--- src/rtl/snake_pkg.sv ---
// Shared direction definitions for the snake game: encodings, one-hot mapping,
// opposite-direction test and press-priority pick.
package snake_pkg;

    localparam int unsigned NumKeys  = 5;
    localparam int unsigned KeyPause = 4;

    typedef enum logic [1:0] {
        DirUp    = 2'd0,
        DirDown  = 2'd1,
        DirLeft  = 2'd2,
        DirRight = 2'd3
    } dir_e;

    // One-hot {right, left, down, up} as seen by the picture generator.
    function automatic logic [3:0] dir_onehot(input dir_e d);
        logic [3:0] oh;
        oh = 4'b0000;
        unique case (d)
            DirUp:    oh = 4'b0001;
            DirDown:  oh = 4'b0010;
            DirLeft:  oh = 4'b0100;
            DirRight: oh = 4'b1000;
            default:  oh = 4'b0000;
        endcase
        return oh;
    endfunction

    // Opposite pairs differ only in bit 0 (UP/DOWN, LEFT/RIGHT).
    function automatic dir_e dir_opposite(input dir_e d);
        return dir_e'({d[1], ~d[0]});
    endfunction

    // Priority up > down > left > right among simultaneous press events.
    function automatic dir_e dir_pick(input logic [3:0] ev);
        dir_e d;
        if (ev[0]) begin
            d = DirUp;
        end else if (ev[1]) begin
            d = DirDown;
        end else if (ev[2]) begin
            d = DirLeft;
        end else begin
            d = DirRight;
        end
        return d;
    endfunction

endpackage

--- src/rtl/snake_dir_ctrl_key.sv ---
// Per-key conditioning: 2-flop synchronizer, stable-time debounce and a
// one-cycle press pulse on a stable 1->0 transition (releases are silent).
module key_debounce #(
    parameter int unsigned DB_CYCLES = 500000
) (
    input  logic clk_i,
    input  logic rst_i,
    input  logic key_i,
    output logic press_o
);

    localparam int unsigned CntW   = (DB_CYCLES > 2) ? $clog2(DB_CYCLES) : 1;
    // The counter never holds DB_CYCLES-1: the step that would reach it commits instead.
    localparam int unsigned Thresh = (DB_CYCLES > 1) ? DB_CYCLES - 2 : 0;
    localparam logic [CntW-1:0] CntThresh = CntW'(Thresh);

    logic            sync1_q, sync2_q;
    logic            stable_q, stable_d;
    logic            press_q, press_d;
    logic [CntW-1:0] cnt_q, cnt_d;

    // Synchronize the raw button; idle (released) level is 1.
    always_ff @(posedge clk_i or posedge rst_i) begin
        if (rst_i) begin
            sync1_q <= 1'b1;
            sync2_q <= 1'b1;
        end else begin
            sync1_q <= key_i;
            sync2_q <= sync1_q;
        end
    end

    // Count consecutive disagreement with the stable value; commit when it lasts long enough.
    always_comb begin
        cnt_d    = '0;
        stable_d = stable_q;
        press_d  = 1'b0;
        if (sync2_q != stable_q) begin
            if (cnt_q == CntThresh) begin
                stable_d = sync2_q;
                press_d  = ~sync2_q;
            end else begin
                cnt_d = cnt_q + 1'b1;
            end
        end
    end

    // Debounce state and registered press pulse.
    always_ff @(posedge clk_i or posedge rst_i) begin
        if (rst_i) begin
            cnt_q    <= '0;
            stable_q <= 1'b1;
            press_q  <= 1'b0;
        end else begin
            cnt_q    <= cnt_d;
            stable_q <= stable_d;
            press_q  <= press_d;
        end
    end

    assign press_o = press_q;

endmodule

--- src/rtl/snake_dir_ctrl.sv ---
// Snake direction controller: debounced buttons, reversal-safe direction
// commit on each step tick, and a RUN/PAUSED step timer.
module snake_dir_ctrl
    import snake_pkg::*;
#(
    parameter int unsigned DB_CYCLES   = 500000,
    parameter int unsigned STEP_CYCLES = 6250000
) (
    input  logic       clk,
    input  logic       rst,
    input  logic [4:0] key,
    output logic [3:0] key_out,
    output logic       move_tick,
    output logic       paused
);

    localparam int unsigned StepW = (STEP_CYCLES > 1) ? $clog2(STEP_CYCLES) : 1;
    localparam logic [StepW-1:0] StepLast = StepW'(STEP_CYCLES - 1);

    typedef enum logic {
        StRun,
        StPaused
    } state_e;

    logic [NumKeys-1:0] press;
    logic [3:0]         dir_ev;
    logic               pause_ev;
    dir_e               dir_win;
    dir_e               ref_dir;

    state_e             state_q, state_d;
    logic [StepW-1:0]   step_q, step_d;
    dir_e               commit_q, commit_d;
    dir_e               pend_q, pend_d;
    logic               move_tick_q;
    logic               paused_q;
    logic [3:0]         key_out_q;

    for (genvar i = 0; i < NumKeys; i++) begin : g_key
        key_debounce #(
            .DB_CYCLES(DB_CYCLES)
        ) u_key (
            .clk_i  (clk),
            .rst_i  (rst),
            .key_i  (key[i]),
            .press_o(press[i])
        );
    end

    assign dir_ev   = press[3:0];
    assign pause_ev = press[KeyPause];
    assign dir_win  = dir_pick(dir_ev);

    // Next state: step timer, commit on tick, reversal filter against the direction
    // the snake will actually be moving when the press takes effect.
    always_comb begin
        state_d  = state_q;
        step_d   = step_q;
        commit_d = commit_q;
        pend_d   = pend_q;
        ref_dir  = move_tick_q ? pend_q : commit_q;
        if (state_q == StRun) begin
            step_d = (step_q == StepLast) ? '0 : step_q + 1'b1;
            if (move_tick_q) begin
                commit_d = pend_q;
            end
            if ((|dir_ev) && (dir_win != dir_opposite(ref_dir))) begin
                pend_d = dir_win;
            end
        end
        if (pause_ev) begin
            state_d = (state_q == StRun) ? StPaused : StRun;
        end
    end

    // State and registered outputs; move_tick is high exactly while running at the last count.
    always_ff @(posedge clk or posedge rst) begin
        if (rst) begin
            state_q     <= StRun;
            step_q      <= '0;
            commit_q    <= DirRight;
            pend_q      <= DirRight;
            move_tick_q <= 1'b0;
            paused_q    <= 1'b0;
            key_out_q   <= 4'b1000;
        end else begin
            state_q     <= state_d;
            step_q      <= step_d;
            commit_q    <= commit_d;
            pend_q      <= pend_d;
            move_tick_q <= (state_d == StRun) && (step_d == StepLast);
            paused_q    <= (state_d == StPaused);
            key_out_q   <= dir_onehot(commit_d);
        end
    end

    assign key_out   = key_out_q;
    assign move_tick = move_tick_q;
    assign paused    = paused_q;

endmodule
--- config.mk ---
export PLATFORM = sky130hd
export DESIGN_NAME = snake_dir_ctrl
export DESIGN_NICKNAME = d
export VERILOG_FILES = /design/src/rtl/snake_pkg.sv /design/src/rtl/snake_dir_ctrl_key.sv /design/src/rtl/snake_dir_ctrl.sv
export SDC_FILE = /design/constraint.sdc
export NUM_CORES = 1
export LEC_CHECK = 0
export ABC_CLOCK_PERIOD_IN_PS = 2300
export CORE_ASPECT_RATIO = 1.4
export CORE_MARGIN = 5
export CORE_UTILIZATION = 57
export DETAILED_ROUTE_END_ITERATION = 10
export PLACE_DENSITY = 0.77
export SETUP_SLACK_MARGIN = 0.3
export SYNTH_ARGS = -nofsm -noshare
export SYNTH_HDL_FRONTEND = slang
export SYNTH_HIERARCHICAL = 1
export SYNTH_SLANG_ARGS = --single-unit
export TNS_END_PERCENT = 5
--- constraint.sdc ---
create_clock -name clk -period 2.3 [get_ports clk]
set_input_delay 0.69 -clock clk [delete_from_list [all_inputs] [get_ports clk]]
set_output_delay 0.69 -clock clk [all_outputs]
set_load 0.01 [all_outputs]
**After elaboration in Yosys (flattened, before gate mapping)**

Index checks and enable logic that the tools add are counted.

- Input port bits: 7
- Register bits after elaboration: 148
- Memories kept: 0
- Word-level logic and storage cells: 101
- Memory bits (writable): 0
- Latch bits: 0
- Output and inout bits: 6
- Memory bits (read-only): 0

- Eq/ne operators: 16
- Multipliers: 0
- $add $sub $neg: 6
- Bitwise logic cells: 8
- Reductions and logical operators: 10
- Divide/modulo/power cells: 0
- Magnitude comparators: 0
- Shift-type cells: 0
- Muxes and demuxes: 30

Operators by type and width:

| kind | count |
|---|---|
| 19-bit two-way mux | 10 |
| 19-bit by 1-bit adder with 19-bit output (second input constant) | 5 |
| 19-bit == test (second input constant) | 5 |
| 23-bit == test (second input constant) | 2 |
| 23-bit two-way mux | 2 |
| 23-bit by 1-bit adder with 23-bit output (second input constant) | 1 |
| 4-bit one-hot mux with 4 select lines | 1 |
| 1-bit two-way mux | 13 |
| 2-bit AND reduction | 6 |
| 2-bit two-way mux | 4 |
| 1-bit inverter | 8 |
| 1-bit != test | 5 |
| 2-bit == test (second input constant) | 2 |
| 4-bit OR reduction | 1 |
| 2-bit by 1-bit == test with 1-bit output (second input constant) | 1 |
| 1-bit logical AND | 2 |
| 2-bit zero test | 1 |
| 2-bit != test | 1 |

**Depth between registers and ports, before layout**

Gate-level depths: netlist of the first run.

- Depth in word-level cells: 6
- Mapped depth: 8
- Depth with buffers taken out: 7

**Modules after synthesis**

Netlist of the first run, hierarchy kept.

By module, submodules not included:

| module | area each (um^2) | sequential area each (um^2) | cells each | times used |
|---|---|---|---|---|
| key_debounce | 1141.1 | 579.3 | 110 | 5 |
| snake_dir_ctrl | 1803.0 | 832.0 | 180 | 1 |

**Least setup slack after synthesis of the first run**

No wires, ideal clock.

- Kind: register -> register
- Start: register step_q[0]
- End: register move_tick_q (netlist: move_tick)
- Setup slack: 82 ps
- Path buffers: 0
- Period minus slack after synthesis: 2218 ps
- Arrival: 2150 ps
- Required time: 2232 ps
- Cell stages (with the launch flop): 8
- Library setup time: 68 ps
- Cells stage by stage: dfrtp_1 ha_1 or4b_1 o21ai_1 o2111ai_1 or4_1 a2111oi_2 and4b_1

- Longest elaborated chain between the ends: 5
- Elaborated cells between the ends (all ways): 6
- Classes of those cells: 1 x add/sub; 2 x eq/ne; 2 x mux; 1 x reduce/logical

Ends and longest elaborated chain:

| item | RTL line | source |
|---|---|---|
| start, declared | snake_dir_ctrl.sv:32 | `logic [StepW-1:0] step_q, step_d;` |
| start signal, assigned | snake_dir_ctrl.sv:88 | `step_q <= step_d;` |
| 23-bit by 1-bit adder with 23-bit output or 23-bit == test (tied branches) | snake_dir_ctrl.sv:63 | `step_d = (step_q == StepLast) ? '0 : step_q + 1'b1;` |
| 23-bit two-way mux | snake_dir_ctrl.sv:63 |  |
| 23-bit two-way mux * | snake_dir_ctrl.sv:62 | `if (state_q == StRun) begin` |
| 23-bit == test * | snake_dir_ctrl.sv:91 | `move_tick_q <= (state_d == StRun) && (step_d == StepLast);` |
| 1-bit logical AND * | snake_dir_ctrl.sv:91 |  |
| end signal, assigned | snake_dir_ctrl.sv:91 |  |
| end, declared | snake_dir_ctrl.sv:35 | `logic move_tick_q;` |

Mark *: on every way between the ends. The rest lies on a longest branch, timed or not.
A chain may end at the register's enable or synchronous reset.

**Final worst setup path of the first run**

Same ends and word-level chain as after synthesis.

==> results of run 1 <==
## power by group
part	internal (mW)	switching, mW	total, mW
Combinational	0.0581	0.112	0.170
Sequential	2.64	0.0328	2.68
Clock	1.57	1.10	2.66
Total	4.27	1.24	5.51
## registers in the layout, indices dropped and copies added, names as in the netlist
name	flops
g_key.u_key/cnt_q	95
step_q	23
g_key.u_key/press_o	5
g_key.u_key/stable_q	5
g_key.u_key/sync1_q	5
g_key.u_key/sync2_q	5
key_out	4
commit_q	2
pend_q	2
move_tick	1
paused	1
## what timing repair did
item                                    CTS  global route
endpoints found under the setup margin   14            40
buffers inserted                          1             0
pin swaps                                 1             5
gates resized for setup                   1            18
## how the worst min path moves through the flow
stage | start | end | slack, ps | depth (start not counted)
3_3_place_gp | g_key[3].u_key/sync1_q | g_key[3].u_key/sync2_q | 350 | 0
2_1_floorplan | g_key[0].u_key/sync1_q | g_key[0].u_key/sync2_q | 350 | 0
3_5_place_dp | g_key[0].u_key/sync1_q | g_key[0].u_key/sync2_q | 350 | 0
4_1_cts | g_key[0].u_key/sync1_q | g_key[0].u_key/sync2_q | 360 | 0
5_1_grt | g_key[0].u_key/sync1_q | g_key[0].u_key/sync2_q | 360 | 0
6_report | g_key[0].u_key/sync1_q | g_key[0].u_key/sync2_q | 360 | 0
## routing by layer
metal | up-vias | track usage
met3 | 28 | 0.0479
met5 | - | 0
met2 | 111 | 0.325
met4 | 0 | 0.0877
li1 | 2636 | -
met1 | 2681 | 0.231
## cell type report
class / count / area (um2) / share of cell area
Tap cell: 153 / 191 / 0.0226
Timing Repair Buffer: 35 / 303 / 0.0358
Clock buffer: 20 / 457 / 0.0540
Clock inverter: 12 / 123 / 0.0145
Multi-Input combinational cell: 539 / 3560 / 0.421
Inverter: 24 / 90.1 / 0.0107
Sequential cell: 148 / 3730 / 0.441
## metrics by stage
step	area, um2	TNS [ps]	power, mW	cells	hold WS [ps]
floorplan	7520	0	2.85	730	345
global placement	7790	0	2.89	898	346
detailed placement	7790	0	2.89	898	347
CTS	8380	0	5.57	931	356
global route	8460	-12.7	5.72	931	361
finish	8460	0	5.51	931	356
## cell families (layout without fill, tap and decap cells)
logic type / count (synthesis) / after routing / synth area share
AND/OR/NAND/NOR: 362 / 362 / 0.263
flip-flops: 148 / 148 / 0.497
XOR/XNOR: 94 / 94 / 0.112
AO/OA/AOI/OAI: 57 / 57 / 0.0492
buffers and inverters: 43 / 91 / 0.0388
multiplexers: 15 / 15 / 0.0218
adder cells (fa/ha/maj): 11 / 11 / 0.0183
## synth_stat cells (11+ instances only)
master and count:
nor4_1 22, ha_1 11, a21oi_1 21, o21ai_0 13
nor3_1 19, nand2_1 39, nand4_1 22, inv_1 24
dfrtp_1 128, nor2_1 112, and3_1 14, dfstp_2 20
nand3_1 50, or4_1 11, xor2_1 31, xnor2_1 62
==> flow_summary.yaml, run 1 <==
setup_path:
  cp.required_ps: 2650
  startpoint_type: "register"
  worstSetupPathType: "reg2reg"
  critPathSlowestCell: "or4b_1"
  regToRegStartpoint: "step_q[0]"
  startpoint: "step_q[0]"
  path_buf_inv: 0
  reg2reg_depth: 7
  end_kind: "register"
  worstPathArrival_ps: 2570
  worstPathMaxFanout: 2
  critPathTopFamily: "simple AND/OR/NAND/NOR gates"
  crit_end: "move_tick"
  reg2reg_slack_ps: 80
  path_depth: 7
  crit_chain: "ha_4 -> or4b_1 -> o21ai_1 -> o2111ai_1 -> or4_1 -> a2111oi_2 -> and4b_1"
  r2r-end: "move_tick"
  critPathMaxStageDelay_ps: 430
sta:
  setup-violations-final: 0
  tightest_slew_ps: 409
  hold_violations: 0
  maxSlewHeadroom: 0.727
  fmax_ghz: 0.450
  min_period_over_period: 0.966
  fin_skew_ps: 6.95
  rsz0062_at_grt: "true"
  fin_ws_ps: 78.7
  period_minus_slack_ps: 2220
  drv_slew: 0
clock_network:
  clkTransAtPathRegs_ps: 60
  clock-sinks: 148
  cts_buffer_depth: 2
  cts_tree: "built"
  ctsHtreeMaxLevel: 4
  clk_latency_ps: 410
  cts_buffers: 17
  cts-root-buf: "clkbuf_16"
  hold_buffers: 0
final_layout:
  fillers: 996
  area_growth_pct: 12.6
  nets: 783
  final_core_util: 0.657
  final_cell_mix: "dfrtp_1 (127), nor2_1 (108), xnor2_1 (62)"
  antennaDiodeCount: 0
  final_common_cell: "dfrtp_1"
  drive_above_1_share: 0.154
route:
  wl_met3_um: 408
  wirelength_mm: 14.2
  drt_pass1_iterations: 4
  via_per_inst: 5.86
  num_vias: 5456
  wl_met1_mm: 6.13
  ant_nets: 0
  top_layer: "met4"
  dr.first_iter.drc_count: 140
  drc: 0
  met2WireLength_mm: 7.31
  wl_per_cell_um: 15.2
die:
  core_area_mm2: 0.0129
  die_x_um: 107
  start_util: 0.583
  die-area_mm2: 0.0156
  io_pins: 13
  fp-row-count: 49
  die_h_um: 146
power:
  p_leak_nw: 3.47
  ir_worst_vdd_mv: 0.526
  pwr_density_cell_mw_per_mm2: 651
placement:
  port_buffers: 12
  dp_hpwl_mm: 9.85
  place_ws_ps: 46.2
  place_congestion: 0.937
global_route:
  grt_overflow_total: 0
  grt_max_degree: 34
  antenna_found_initial: 0
  gr-usage-all-layers: 0.193
  first_global_vias: 5526
  grt_pass1_wl_mm: 24.6
logic_synthesis:
  ys_warn_count: 6
  syn_inst: 730
  synth_cell_types: 54
  syn_area_mm2: 0.00751
  post-synth-top-area-cell: "dfrtp_1"
  ys.flop_type: "dfrtp_1"
  synthArstFlopShare: 1.00
  netlist_top_cells_area: "dfrtp_1 (43%), xnor2_1 (7.2%), dfstp_2 (7.0%)"
  ys_ff_latch: 148
  syn_nets: 748
  synth_area_per_cell_um2: 10.3
  synth_edf_count: 0
  synth_top_area_share: 0.427
  ys_seq_area_frac: 0.497
status:
  run_status: "complete, no violations"
min_path:
  min_path_type: "reg2reg"
flow_run:
  drv_cap: 0
(Power assumes the default switching activity.)
==> run 2: changes to the inputs <==
TNS_END_PERCENT = 30   (was 5)
==> run 2 against run 1 <==
- count of clock-buffer cells in the layout did not move
- clock skew decreased by 2.6 ps
- utilization hardly changed
- setup slack hardly changed
- via count barely moved
- sequential power is essentially flat
- cell area is essentially flat
- power about the same
- critical endpoint unchanged
- largest power group unchanged
- highest routed layer unchanged
==> flow_summary.yaml, run 2 (synthesized netlist as in run 1, its figures left out) <==
sta:
  fin_skew_ps: 4.38
  maxSlewHeadroom: 0.727
  tns_ps: 0
  tightest_slew_ps: 410
  drv_slew: 0
  min_period_over_period: 0.966
  hold_violations: 0
  rsz0062_at_grt: "true"
  period_minus_slack_ps: 2220
  fmax_ghz: 0.450
  setup-violations-final: 0
final_layout:
  area_growth_pct: 12.6
  regMostFlops: "g_key.u_key/cnt_q"
  layoutNonFillerInstCount: 933
  largest_reg_flops: 95
  antennaDiodeCount: 0
  fillers: 995
  nets: 785
  top_regs: "g_key.u_key/cnt_q x95, step_q x23"
  final_core_util: 0.657
  final_common_cell: "dfrtp_1"
  final_cell_mix: "dfrtp_1 (127), nor2_1 (108), xnor2_1 (62)"
  drive_above_1_share: 0.156
clock_network:
  cts_buffer_depth: 2
  hold_buffers: 0
  clkTransAtPathRegs_ps: 60
  ctsHtreeMaxLevel: 4
  cts_buffers: 17
  cts_tree: "built"
  clk_latency_ps: 410
  clock-sinks: 148
  cts-root-buf: "clkbuf_16"
route:
  wl_per_cell_um: 15.2
  wirelength_mm: 14.2
  ant_nets: 0
  dr.first_iter.drc_count: 123
  drt_pass1_iterations: 5
  drc: 0
  via_per_inst: 5.85
  num_vias: 5460
global_route:
  gr-usage-all-layers: 0.193
  antenna_found_initial: 0
  grt_max_degree: 34
  grt_pass1_wl_mm: 24.6
  grt_overflow_total: 0
  first_global_vias: 5526
setup_path:
  critPathMaxStageDelay_ps: 430
  worstPathMaxFanout: 2
  worstPathArrival_ps: 2570
  cp.required_ps: 2650
  startpoint_type: "register"
  startpoint: "step_q[0]"
  crit_chain: "ha_4 -> or4b_1 -> o21ai_1 -> o2111ai_1 -> or4_1 -> a2111oi_2 -> and4b_1"
  end_kind: "register"
  worstSetupPathType: "reg2reg"
  critPathSlowestCell: "or4b_1"
  regToRegStartpoint: "step_q[0]"
flow_run:
  drv_cap: 0
min_path:
  min_from: "g_key[0].u_key/sync1_q"
  min_path_type: "reg2reg"
placement:
  port_buffers: 12
  placedCellCount: 898
  place_congestion: 0.937
  dp_hpwl_mm: 9.85
power:
  combPwrFrac: 0.031
  clock_power_share: 0.483
  seqPwrFrac: 0.485
  p_sw_frac: 0.226
  internal_power_mw: 4.27
  pwr_density_cell_mw_per_mm2: 652
  ir_worst_vdd_mv: 0.525
  switching_power_mw: 1.25
  p_leak_nw: 3.47
die:
  start_util: 0.583
  die_x_um: 107
  die_h_um: 146
  fp-row-count: 49
  io_pins: 13
  die-area_mm2: 0.0156
  core_area_mm2: 0.0129
status:
  run_status: "complete, no violations"
==> run 2: stage by stage <==
step           hold WS (ps)  power (mW)  worst slack (ps)  instance area (um2)
6_report                356        5.51              78.4                 8460
5_1_grt                 361        5.72             -12.7                 8460
4_1_cts                 356        5.57              75.2                 8380
3_5_place_dp            347        2.89              46.2                 7790
3_3_place_gp            346        2.89               102                 7790
2_1_floorplan           345        2.85               160                 7520
==> run 2: layer usage <==
metal  track usage  up-vias  share of wire
li1              -     2638              -
met1         0.231     2690           0.43
met2         0.325      103           0.51
met3        0.0479       29          0.032
met4        0.0877        0          0.024
met5             0        -              0
==> run 2: worst max-delay path, delay by kind of cell, from the launching register on <==
family / cells / cell delay, ps
AND/OR/NAND/NOR: 3 / 1070
flip-flops: 1 / 410
AO/OA/AOI/OAI: 3 / 400
adder cells (fa/ha/maj): 1 / 280
==> run 2: path summary, 6_finish.rpt <==
path / endpoint / slack (ps) / depth (start not counted)
worst max-delay path: move_tick / 80 / 7
worst min-delay path: g_key[0].u_key/sync2_q / 360 / 0
worst max register to register: move_tick / 80 / 7
worst min register to register: g_key[0].u_key/sync2_q / 360 / 0
max in group asynchronous: pend_q[1] / 1090 / 3
min in group asynchronous: g_key[4].u_key/sync1_q / 820 / 2
==> run 2: cell type report <==
cell class / instances / area (um2) / share of cell area
sequential: 148 / 3730 / 0.441
multi-input combinational: 539 / 3550 / 0.420
clock buffer: 20 / 457 / 0.0540
timing repair buffer: 37 / 314 / 0.0371
tap: 153 / 191 / 0.0226
clock inverter: 12 / 123 / 0.0145
inverter: 24 / 90.1 / 0.0107
==> run 2: what timing repair did <==
action	CTS	global route
pin swaps	1	5
hold endpoints to repair	0	0
setup endpoints to repair	14	39
resized for setup	2	16
buffers inserted	1	2
==> run 2: power groups by stage <==
stage	registers (mW)	clock network, mW	logic [mW]
after floorplan	2.71	0	0.138
after global placement	2.72	0	0.167
after detailed placement	2.72	0	0.171
after CTS	2.68	2.72	0.173
after global routing	2.68	2.84	0.199
final	2.68	2.67	0.172
